## src/rtl/lab8_bit_serializer_if.sv

```systemverilog
// Word-in / bit-out handshake bundle for the lab8 bit serializer.
// The master side drives words in; the slave side is the serializer itself.
interface lab8_bit_serializer_if #(
  parameter int unsigned WIDTH = 8,
  parameter int unsigned CNT_W = 8
);
  logic [WIDTH-1:0] in_data;
  logic             in_valid;
  logic             in_ready;
  logic             d_out;
  logic             bit_valid;
  logic             word_done;
  logic [CNT_W-1:0] word_count;

  modport master (
    output in_data,
    output in_valid,
    input  in_ready,
    input  d_out,
    input  bit_valid,
    input  word_done,
    input  word_count
  );

  modport slave (
    input  in_data,
    input  in_valid,
    output in_ready,
    output d_out,
    output bit_valid,
    output word_done,
    output word_count
  );
endinterface

```

## src/rtl/lab8_bit_serializer.sv

```systemverilog
// Parallel-to-serial stage: takes WIDTH-bit words over valid/ready and emits one bit per clock,
// streaming back-to-back words without a bubble and counting completed words.
module lab8_bit_serializer #(
  parameter int unsigned WIDTH     = 8,
  parameter bit          MSB_FIRST = 1'b1,
  parameter int unsigned CNT_W     = 8
) (
  input logic                  clock,
  input logic                  rst,
  lab8_bit_serializer_if.slave bus
);

  localparam int unsigned CntBits = $clog2(WIDTH);

  typedef enum logic {StIdle, StShift} state_e;

  state_e             state;
  logic [WIDTH-1:0]   shreg;
  logic [CntBits-1:0] cnt;
  logic [CNT_W-1:0]   word_count;

  logic             ready;
  logic             accept;
  logic             last_bit;
  logic             out_bit;
  logic [WIDTH-1:0] shreg_next;

  always_comb begin
    last_bit = (state == StShift) && (cnt == '0);
    // Ready on the last bit lets the next word load in the same edge the current one finishes.
    ready    = (state == StIdle) || last_bit;
    accept   = bus.in_valid && ready;
    if (MSB_FIRST) begin
      out_bit    = shreg[WIDTH-1];
      shreg_next = {shreg[WIDTH-2:0], 1'b0};
    end else begin
      out_bit    = shreg[0];
      shreg_next = {1'b0, shreg[WIDTH-1:1]};
    end
  end

  always_ff @(posedge clock) begin
    if (rst) begin
      state      <= StIdle;
      shreg      <= '0;
      cnt        <= '0;
      word_count <= '0;
    end else begin
      if (accept) begin
        state <= StShift;
        shreg <= bus.in_data;
        cnt   <= CntBits'(WIDTH - 1);
      end else if (state == StShift) begin
        if (cnt == '0) begin
          state <= StIdle;
        end else begin
          shreg <= shreg_next;
          cnt   <= cnt - CntBits'(1);
        end
      end
      if (last_bit) begin
        word_count <= word_count + CNT_W'(1);
      end
    end
  end

  assign bus.in_ready   = ready;
  assign bus.bit_valid  = (state == StShift);
  assign bus.d_out      = (state == StShift) && out_bit;
  assign bus.word_done  = last_bit;
  assign bus.word_count = word_count;

endmodule

```

## src/flat_wrapper.sv

```systemverilog
// flat-port wrapper written by rule: the top's interface ports become plain ports
module lab8_bit_serializer_flat 
#(
  parameter int unsigned WIDTH     = 8,
  parameter bit          MSB_FIRST = 1'b1,
  parameter int unsigned CNT_W     = 8
)
  (clock, rst, bus_in_data, bus_in_valid, bus_in_ready, bus_d_out, bus_bit_valid, bus_word_done, bus_word_count);
  lab8_bit_serializer_if #(.WIDTH(WIDTH), .CNT_W(CNT_W)) bus_i ();
  input logic clock;
  input logic rst;
  input wire logic [$bits(bus_i.in_data)-1:0] bus_in_data;
  input wire logic [$bits(bus_i.in_valid)-1:0] bus_in_valid;
  output wire logic [$bits(bus_i.in_ready)-1:0] bus_in_ready;
  output wire logic [$bits(bus_i.d_out)-1:0] bus_d_out;
  output wire logic [$bits(bus_i.bit_valid)-1:0] bus_bit_valid;
  output wire logic [$bits(bus_i.word_done)-1:0] bus_word_done;
  output wire logic [$bits(bus_i.word_count)-1:0] bus_word_count;
  assign bus_i.in_data = bus_in_data;
  assign bus_i.in_valid = bus_in_valid;
  assign bus_in_ready = bus_i.in_ready;
  assign bus_d_out = bus_i.d_out;
  assign bus_bit_valid = bus_i.bit_valid;
  assign bus_word_done = bus_i.word_done;
  assign bus_word_count = bus_i.word_count;
  lab8_bit_serializer #(.WIDTH(WIDTH), .MSB_FIRST(MSB_FIRST), .CNT_W(CNT_W)) u_core (.clock(clock), .rst(rst), .bus(bus_i));
endmodule
```

## config.mk

```make
export PLATFORM = sky130hd
export DESIGN_NAME = lab8_bit_serializer_flat
export DESIGN_NICKNAME = d
export VERILOG_FILES = /design/src/rtl/lab8_bit_serializer_if.sv /design/src/rtl/lab8_bit_serializer.sv /design/src/flat_wrapper.sv
export SDC_FILE = /design/constraint.sdc
export NUM_CORES = 1
export LEC_CHECK = 0
export ABC_AREA = 1
export CAP_MARGIN = 40
export CORE_AREA = 2 2 50 52
export DETAILED_ROUTE_END_ITERATION = 16
export DIE_AREA = 0 0 52 54
export PLACE_DENSITY_LB_ADDON = 0.05
export SLEW_MARGIN = 15
export SYNTH_ARGS = -nofsm -noshare
export SYNTH_HDL_FRONTEND = slang
export SYNTH_SLANG_ARGS = --single-unit
```

## constraint.sdc

```tcl
create_clock -name clock -period 1.5 [get_ports clock]
set_input_delay 0.3 -clock clock [delete_from_list [all_inputs] [get_ports clock]]
set_output_delay 0.3 -clock clock [all_outputs]
set_load 0.03 [all_outputs]
```

**Yosys cells after proc, flatten, opt, wreduce, memory -nomap -nowiden**

Cells that the tools add are included.

- Output and inout bits: 12
- Bits in registers: 20

- Multiplexer cells: 9
- Reductions and logical operators: 7
- Add/subtract/negate cells: 2
- Eq/ne operators: 1
- Bitwise logic cells: 1

Operators by type and width:

| operator | count |
|---|---|
| two-way mux 8 bit | 3 |
| two-way mux 3 bit | 3 |
| adder 8 x 1 -> 8 bit (second input constant) | 1 |
| logical AND 1 bit | 3 |
| logical NOT 3 bit | 1 |
| two-way mux 1 bit | 3 |
| subtractor 3 x 1 -> 3 bit (second input constant) | 1 |
| != test 2 x 1 -> 1 bit (second input constant) | 1 |
| AND reduction 2 bit | 1 |
| nonzero test 2 bit | 1 |
| logical OR 1 bit | 1 |
| NOT 1 bit | 1 |

**Logic depth before layout (Yosys ltp)**

Gate-level depths: netlist of the first run.

- Word-level depth: 6
- Gate-level depth with buffers: 10
- Depth with buffers taken out: 10

**Least setup slack after synthesis of the first run**

Ideal clock, no wire load.

- Path type: reg2reg
- Start: register u_core.cnt[0]
- End: register u_core.word_count[1], in the netlist u_core.bus.word_count[1]
- Cell stages (with the launch flop): 8
- Slack: 0.048 ns
- Required time: 1.384 ns
- Data arrival time: 1.336 ns
- Clock period less this slack: 1.452 ns
- Buffers on the path: 0
- Setup time: 0.116 ns
- Path through: dfxtp_1 inv_1 ha_1 ha_1 nand2_4 clkinv_1 nor2_1 nor2_1

- Longest elaborated chain between the ends: 2

Ends and longest elaborated chain:

| element | line | RTL |
|---|---|---|
| start: declaration | lab8_bit_serializer.sv:19 | `logic [CntBits-1:0] cnt;` |
| start signal: assignment | lab8_bit_serializer.sv:52 | `cnt <= CntBits'(WIDTH - 1);` |
| start signal: assignment | lab8_bit_serializer.sv:58 | `cnt <= cnt - CntBits'(1);` |
| logical NOT 3 bit | lab8_bit_serializer.sv:29 | `last_bit = (state == StShift) && (cnt == '0);` |
| logical AND 1 bit | lab8_bit_serializer.sv:29 |  |
| via bus_word_done | flat_wrapper.sv:17 | `output wire logic [$bits(bus_i.word_done)-1:0] bus_word_done;` |
| end signal: assignment | lab8_bit_serializer.sv:62 | `word_count <= word_count + CNT_W'(1);` |
| end: declaration | lab8_bit_serializer.sv:20 | `logic [CNT_W-1:0] word_count;` |

The timed path passes the listed nets, and every way through them passes these cells.
A chain may end at the register's enable or synchronous reset.

**Worst setup path after layout of the first run**

- Start: register u_core.cnt[1]
- End: output bus_in_ready

- Longest elaborated chain between the ends: 3

Ends and longest elaborated chain:

| element | line | RTL |
|---|---|---|
| logical NOT 3 bit | lab8_bit_serializer.sv:29 |  |
| logical AND 1 bit | lab8_bit_serializer.sv:29 |  |
| logical OR 1 bit | lab8_bit_serializer.sv:31 | `ready = (state == StIdle) \|\| last_bit;` |
| end: declaration | flat_wrapper.sv:14 | `output wire logic [$bits(bus_i.in_ready)-1:0] bus_in_ready;` |

No other way between the ends.

==> results_dict.tcl, run 1 <==
set metrics [dict create \
    status "finished with violations" \
    failed_checks "setup timing" \
    rsz0062_at_grt "yes" \
    period_minus_slack_ps 1580 \
    grt-ovfl-total 0 \
    initial_core_util 0.439 \
    hold_ws_ps 480 \
    dr_wl_met2_mm 1.12 \
    cts_tree "done" \
    drv_cap 0 \
    wirelength_met1_um 967 \
    grt_usage 0.175 \
    routed_via_density 4.81 \
    postPlaceCellArea_um2 1330 \
    postCtsHoldBufs 0 \
    cts.clk_slew.worst_paths_ps 120 \
    layout-drive-gt1-share 0.275 \
    end_kind "primary output" \
    hp-class "flop to flop" \
    syn_to_final_growth_pct 41.0 \
    cp_data_arrival_time_ps 1280 \
    synth_seq_cells 20 \
    wirelength_mm 2.19 \
    cp_max_fo 3 \
    peakVddDrop_uv 506 \
    firstDrtPassIters 4 \
    timing.max_slew.rel_slack 0.798 \
    ant_nets 0 \
    ys_seq_area_frac 0.394 \
    fin_worst_skew_ps 10.6 \
    cts_buffers 3 \
    clockRootBuffer "clkbuf_4" \
    async_flop_share 0 \
    drt_iter0_drc 5 \
    min_period_over_period 1.05 \
    post-route-drc-count 0 \
    wl_met3_um 66 \
    port_buffers 22 \
    top_layer_used "met4" \
    drv_slew 0 \
    multi_input_area_um2 547 \
    required_ps 1200 \
    ff2ff_setup_slack_ps 40 \
    cts_num_sinks 20 \
    core-area_um2 2320 \
    fin_nets 186 \
    syn_nets 150 \
    syn_area_per_cell_um2 7.48 \
    fp.dieW_um 52 \
    syn_inst 136 \
    die_area_um2 2810 \
    critical_path_class "flop to primary output" \
    syn_area_um2 1020 \
    seq_area_um2 402 \
    fmax_ghz 0.633 \
    finalSetupViolations 2 \
    dp_hpwl_mm 1.58 \
    finalInstanceArea_um2 1430 \
    n_antenna_cell 0 \
    fill_cells 221 \
    vias 966 \
    synth_edf_count 0 \
    hold_violations 0 \
    cts-htree-levels 1 \
    io_pins 23 \
    clock_latency_ps 300 \
    clock_path_buffers 2 \
    synthFlopType "dfxtp_1" \
    die_h_um 54 \
    yosysWarnings 0 \
    rows 18 \
    synthDistinctLibCells 23 \
    power_density_nw_per_um2 911 \
    grt_pass1_vias 859 \
    antenna_found_initial 0 \
    fin_ws_ps -79.3 \
    grt_pass1_wl_mm 3.53 \
    wl_per_cell_um 10.9 \
    worst_pin_slew_ps 304 \
    grt_max_degree 17 \
    cp-start-kind "flop" \
    power.leakage_nw 0.725 \
    gp_congestion 0.736 \
]
## placed cells by master, fill, tap and decap left out, drive strengths merged, types with 2 or more instances in the layout
master         count
a21oi              7
buf               15
clkbuf             3
clkdlybuf4s15      2
clkdlybuf4s50     10
dfxtp             20
dlygate4sd2        7
ha                 3
inv               22
nand2             32
nand3             26
nor2              15
o21ai              3
## kinds of logic after synthesis
logic type | count (synthesis) | synth area share
flops | 20 | 0.394
simple gates | 76 | 0.402
buf+inv | 25 | 0.102
compound gates | 11 | 0.0566
fa+ha+maj | 3 | 0.0369
xor+xnor | 1 | 0.00861
## cell type report
cell class	instances	area share
multi-input cells	91	0.381
flip-flops and latches	20	0.280
repair buffers	34	0.213
inverters	22	0.0628
well taps	30	0.0262
clock inverters	1	0.0209
clock buffers	3	0.0157
## cells in the mapped netlist (2+ instances only)
master   count  area, um^2
a21oi_1      7        35.0
buf_2        2        10.0
dfxtp_1     20         400
ha_1         3        37.5
inv_1       16        60.1
inv_2        5        18.8
nand2_1     29         109
nand2_4      2        22.5
nand3_1     17        85.1
nand3_2      9        90.1
nor2_1      12        45.0
nor2_2       2        12.5
o21ai_1      2        10.0
## report_power, final
part / internal [mW] / total, mW / leakage, nW / switching [mW]
combinational: 0.133 / 0.286 / 0.533 / 0.153
sequential: 0.562 / 0.584 / 0.164 / 0.0211
clock: 0.270 / 0.437 / 0.0279 / 0.167
## critical path, stage by stage (launching register included)
cell and delay, ps:
dfxtp_2 360, inv_2 40, ha_4 150, ha_4 170, inv_4 60, nand2_4 50
buf_6 130
## state kept, by name, indices dropped and copies added (netlist names)
signal,cells
u_core.cnt,3
u_core.shreg,8
u_core.bus.bit_valid,1
u_core.bus.word_count,8
## worst paths after layout
path | startpoint | end | cells after the start
max | u_core.cnt[1] | bus_in_ready | 6
min reg2reg | u_core.shreg[0] | u_core.shreg[0] | 2
min | u_core.shreg[0] | u_core.shreg[0] | 2
max reg2reg | u_core.cnt[1] | u_core.shreg[7] | 11
## through the flow
stage | worst slack, ps | utilization | TNS, ps | power [mW] | instances
finish | -79.3 | 0.618 | -145 | 1.31 | 201
global route | -140 | 0.618 | -387 | 1.38 | 201
CTS | -98.3 | 0.609 | -190 | 1.31 | 201
detailed placement | -297 | 0.574 | -297 | 0.846 | 196
global placement | -286 | 0.574 | -286 | 0.843 | 196
floorplan | 47.8 | - | 0 | 0.746 | 136
## metal layers
layer	vias up	track usage
li1	503	-
met1	440	0.196
met2	19	0.321
met3	4	0.0250
met4	0	0.0921
met5	-	0
## timing repair
| action | 4_1_cts | 5_1_grt |
|---|---|---|
| setup endpoints to repair | 11 | 15 |
| setup buffers | 1 | 0 |
| pin swaps | 3 | 3 |
| endpoints found under the hold margin | 0 | 0 |
| resized for setup | 25 | 8 |
Power figures use the tool's default switching activity.
==> inputs of run 2 (changes only) <==
Clock period 1.5 ns to 1.7 ns, I/O delays scaled along.
==> results_dict.tcl, run 2 (synthesis gave the netlist of run 1 again) <==
set metrics [dict create \
    fmax_ghz 0.613 \
    io_pins 23 \
    whs_path_depth 2 \
    hold_end "u_core.shreg[0]" \
    fin_nets 181 \
    die_area_um2 2810 \
    routed_via_density 4.73 \
    n_antenna_cell 0 \
    rsz0062_at_grt "no" \
    wl_per_cell_um 10.9 \
    core-area_um2 2320 \
    drv_cap 0 \
    fill_cells 229 \
    grt_pass1_vias 848 \
    worst_pin_slew_ps 311 \
    grt_pass1_wl_mm 3.41 \
    cts_tree "done" \
    postPlaceCellArea_um2 1300 \
    wirelength_mm 2.13 \
    gp_congestion 0.732 \
    peakVddDrop_uv 564 \
    cp_max_fo 2 \
    postCtsHoldBufs 0 \
    initial_core_util 0.439 \
    fin_cells 196 \
    reg_top3 "u_core.bus.word_count x8, u_core.shreg x8, u_core.cnt x3" \
    drt_iter0_drc 6 \
    critical_path_class "flop to primary output" \
    ff2ff_path_depth 11 \
    ant_nets 0 \
    cp-start-kind "flop" \
    drv_slew 0 \
    cts-htree-levels 1 \
    seq_area_um2 402 \
    cts.clk_slew.worst_paths_ps 110 \
    final_common_cell "nand2_1" \
    status "complete, no violations" \
    timing.max_slew.rel_slack 0.792 \
    finalInstanceArea_um2 1360 \
    fp.dieW_um 52 \
    end_kind "primary output" \
    grt-ovfl-total 0 \
    period_minus_slack_ps 1630 \
    cp_data_arrival_time_ps 1290 \
    port_buffers 22 \
    power_density_nw_per_um2 748 \
    multi_input_area_um2 537 \
    cts_buffers 3 \
    post-route-drc-count 0 \
    antenna_found_initial 0 \
    rows 18 \
    fin_worst_skew_ps 0.588 \
    dp_cells 191 \
    layout-drive-gt1-share 0.223 \
    hp-start "u_core.shreg[0]" \
    r2r-end "u_core.shreg[5]" \
    clockRootBuffer "clkbuf_4" \
    hold_violations 0 \
    cts_num_sinks 20 \
    clock_path_buffers 2 \
    firstDrtPassIters 3 \
    layout_common_cells "29 x nand2_1, 19 x dfxtp_1, 17 x nand3_1" \
    die_h_um 54 \
    hp-class "flop to flop" \
    grt_usage 0.165 \
    ff2ff_setup_slack_ps 160 \
    r2r_start "u_core.cnt[0]" \
    grt_max_degree 17 \
    min_period_over_period 0.960 \
    required_ps 1360 \
    clock_latency_ps 290 \
    dp_hpwl_mm 1.54 \
    finalSetupViolations 0 \
    vias 928 \
    syn_to_final_growth_pct 34.1 \
    power.leakage_nw 0.712 \
]
## run 2: cell count changes in the layout (fill, tap and decap cells not counted), sizes merged
| cell | delta |
|---|---|
| bufinv | -1 |
| dlygate4sd2 | +2 |
| clkbuf | +1 |
| clkdlybuf4s15 | -2 |
| buf | -6 |
| dlymetal6s2s | +1 |
## run 2: routing by layer
layer,vias to the layer above,share of wire,global-route usage,wire length [um]
met5,-,0,0,0
li1,489,-,-,-
met1,422,0.47,0.195,1000
met2,15,0.49,0.293,1050
met4,0,0.0061,0.0789,13
met3,2,0.030,0.0250,64
## run 2: worst max-delay path by stage
stage | from | endpoint | slack (ps) | depth (start not counted)
floorplan | u_core.cnt[0] | bus_word_done | 230 | 5
global placement | u_core.cnt[0] | bus_word_done | -120 | 6
detailed placement | u_core.cnt[0] | bus_word_done | -140 | 6
CTS | u_core.cnt[0] | bus_word_done | -120 | 6
global route | u_core.cnt[0] | bus_in_ready | 6 | 6
finish | u_core.cnt[0] | bus_in_ready | 70 | 6
## run 2: worst max-delay path, stage by stage, from the launching register on
cell and delay (ps):
dfxtp_1 320, inv_1 50, ha_2 190, ha_4 170
inv_4 70, nand2_8 50, buf_6 140
## run 2: report_power, final
part	switching [mW]	internal [mW]
Clock	0.143	0.131
Combinational	0.129	0.103
Sequential	0.0188	0.496
Total	0.290	0.729
## run 2: cell type report
cell class | count | area share
timing repair buffer | 29 | 0.195
sequential | 20 | 0.294
inverter | 22 | 0.0624
clock buffer | 4 | 0.0266
tap | 30 | 0.0275
multi-input combinational | 91 | 0.394
## run 2: metrics by stage
stage	utilization	hold slack, ps	setup TNS (ps)	power, mW	setup WS (ps)
2_1_floorplan	-	409	0	0.658	226
3_3_place_gp	0.559	446	-123	0.731	-123
3_5_place_dp	0.559	457	-139	0.738	-139
4_1_cts	0.581	474	-115	1.02	-115
5_1_grt	0.588	496	0	1.08	5.51
6_report	0.588	471	0	1.02	67.9
## run 2: timing repair
item                                   CTS  global route
setup endpoints to repair               11             3
setup buffers                            1             0
resized for setup                       17             9
endpoints found under the hold margin    0             0
==> inputs of run 3 (changes only) <==
Settings changed: CORE_AREA 2 2 50 52 to 2 2 49 51, DIE_AREA 0 0 52 54 to 0 0 51 53.
Clock period 1.7 ns to 2.1 ns, I/O delays scaled along.
==> results_dict.tcl, run 3 (synthesis gave the netlist of run 1 again) <==
set metrics [dict create \
    hp-class "flop to flop" \
    die_area_um2 2700 \
    tns_ps 0 \
    routed_via_density 4.83 \
    cp_max_fo 19 \
    hold_violations 0 \
    reg_top3 "u_core.bus.word_count x8, u_core.shreg x8, u_core.cnt x3" \
    core-area_um2 2150 \
    fmax_ghz 0.501 \
    grt_pass1_wl_mm 3.56 \
    power.leakage_nw 0.631 \
    critical_path_class "flop to primary output" \
    fin_worst_skew_ps 8.77 \
    layout-drive-gt1-share 0.174 \
    post_cts_buffers 0 \
    cpMaxStageDelayCell "dfxtp_1" \
    period_minus_slack_ps 2000 \
    ant_nets 0 \
    syn_to_final_growth_pct 28.9 \
    fin_nets 176 \
    wl_per_cell_um 10.3 \
    cts.clk_slew.worst_paths_ps 130 \
    drv_cap 0 \
    grt_usage 0.174 \
    dp_cells 185 \
    path_cells "inv_1, ha_1, ha_1, inv_2, nand2_4, buf_4" \
    drv_slew 0 \
    fin_ws_ps 104 \
    fp.dieW_um 51 \
    grt-ovfl-total 0 \
    fin_cells 189 \
    vias 913 \
    peakVddDrop_uv 449 \
    required_ps 1680 \
    end_kind "primary output" \
    gp_congestion 0.782 \
    finalInstanceArea_um2 1310 \
    p_total_mw 0.898 \
    final_common_cell "nand2_1" \
    n_antenna_cell 0 \
    fill_cells 214 \
    dp_slack_ps 172 \
    cts_num_sinks 20 \
    clockRootBuffer "clkbuf_4" \
    grt_pass1_vias 833 \
    min_period_over_period 0.951 \
    status "complete, no violations" \
    seq_area_um2 400 \
    cts_buffers 3 \
    timing.max_slew.rel_slack 0.795 \
    clock_latency_ps 310 \
    dp_hpwl_mm 1.42 \
    die_h_um 53 \
    antenna_found_initial 0 \
    rsz0062_at_grt "yes" \
    wirelength_mm 1.94 \
    postPlaceCellArea_um2 1260 \
    crit_path_frequent_cell "ha_1" \
    multi_input_area_um2 513 \
    cts_tree "done" \
    cts-htree-levels 1 \
    cp_data_arrival_time_ps 1580 \
    port_buffers 22 \
    post-route-drc-count 0 \
    drt_iter0_drc 6 \
    worst_path_largest_cell_delay_ps 330 \
    finalSetupViolations 0 \
    rows 17 \
    firstDrtPassIters 4 \
    power_density_nw_per_um2 685 \
    clock_path_buffers 2 \
    layout_common_cells "29 x nand2_1, 20 x clkdlybuf4s50_1, 20 x dfxtp_1" \
    grt_max_degree 20 \
    initial_core_util 0.474 \
    cp-start-kind "flop" \
    worst_pin_slew_ps 307 \
    io_pins 23 \
]
-- run 3: cell types whose count changed in the layout (fill, tap and decap cells not counted), moves of 2 or more --
cell             delta
clkdlybuf4s50_1    +10
dlygate4sd2_1       -9
buf_4               -4
buf_6               -2
ha_1                +2
-- run 3: worst max-delay path: cells and delay by family (launching register included) --
kind          cells  cell delay (ps)
fa+ha+maj         2              420
buf+inv           3              370
simple gates      1              150
flops             1              330
-- run 3: repair_timing --
action / 4_1_cts / 5_1_grt
setup endpoints to repair: 1 / 2
hold buffers: 0 / 0
gates resized for setup: 1 / 2
-- run 3: metrics by stage --
step	utilization	hold slack, ps
floorplan	-	432
global placement	0.588	442
detailed placement	0.588	449
CTS	0.612	467
global route	0.610	487
finish	0.610	462
-- run 3: metal layers --
| metal | global-route usage | vias to the layer above | wire length [um] |
|---|---|---|---|
| li1 | - | 482 | - |
| met1 | 0.237 | 414 | 983 |
| met2 | 0.275 | 15 | 878 |
| met3 | 0.0339 | 2 | 71 |
| met4 | 0.0541 | 0 | 9 |
| met5 | 0 | - | 0 |
-- run 3: path summary, 6_finish.rpt --
kind | depth (start not counted) | from | to | slack [ps]
hold reg to reg | 2 | u_core.cnt[2] | u_core.cnt[2] | 460
setup reg to reg | 10 | u_core.cnt[0] | u_core.shreg[2] | 550
setup / recovery | 6 | u_core.cnt[0] | bus_in_ready | 100
hold / removal | 2 | u_core.cnt[2] | u_core.cnt[2] | 460
-- run 3: where the power goes --
| part | leakage (nW) | internal, mW | switching (mW) | total, mW |
|---|---|---|---|---|
| Clock | 0.0279 | 0.193 | 0.130 | 0.323 |
| Sequential | 0.164 | 0.401 | 0.0147 | 0.416 |
| Combinational | 0.439 | 0.0654 | 0.0936 | 0.159 |
-- run 3: layout make-up --
| cell class | count | share of cell area |
|---|---|---|
| Multi-Input combinational cell | 91 | 0.391 |
| Sequential cell | 20 | 0.305 |
| Timing Repair Buffer | 24 | 0.174 |
| Inverter | 22 | 0.0630 |
| Tap cell | 28 | 0.0267 |
| Clock inverter | 1 | 0.0229 |
| Clock buffer | 3 | 0.0172 |
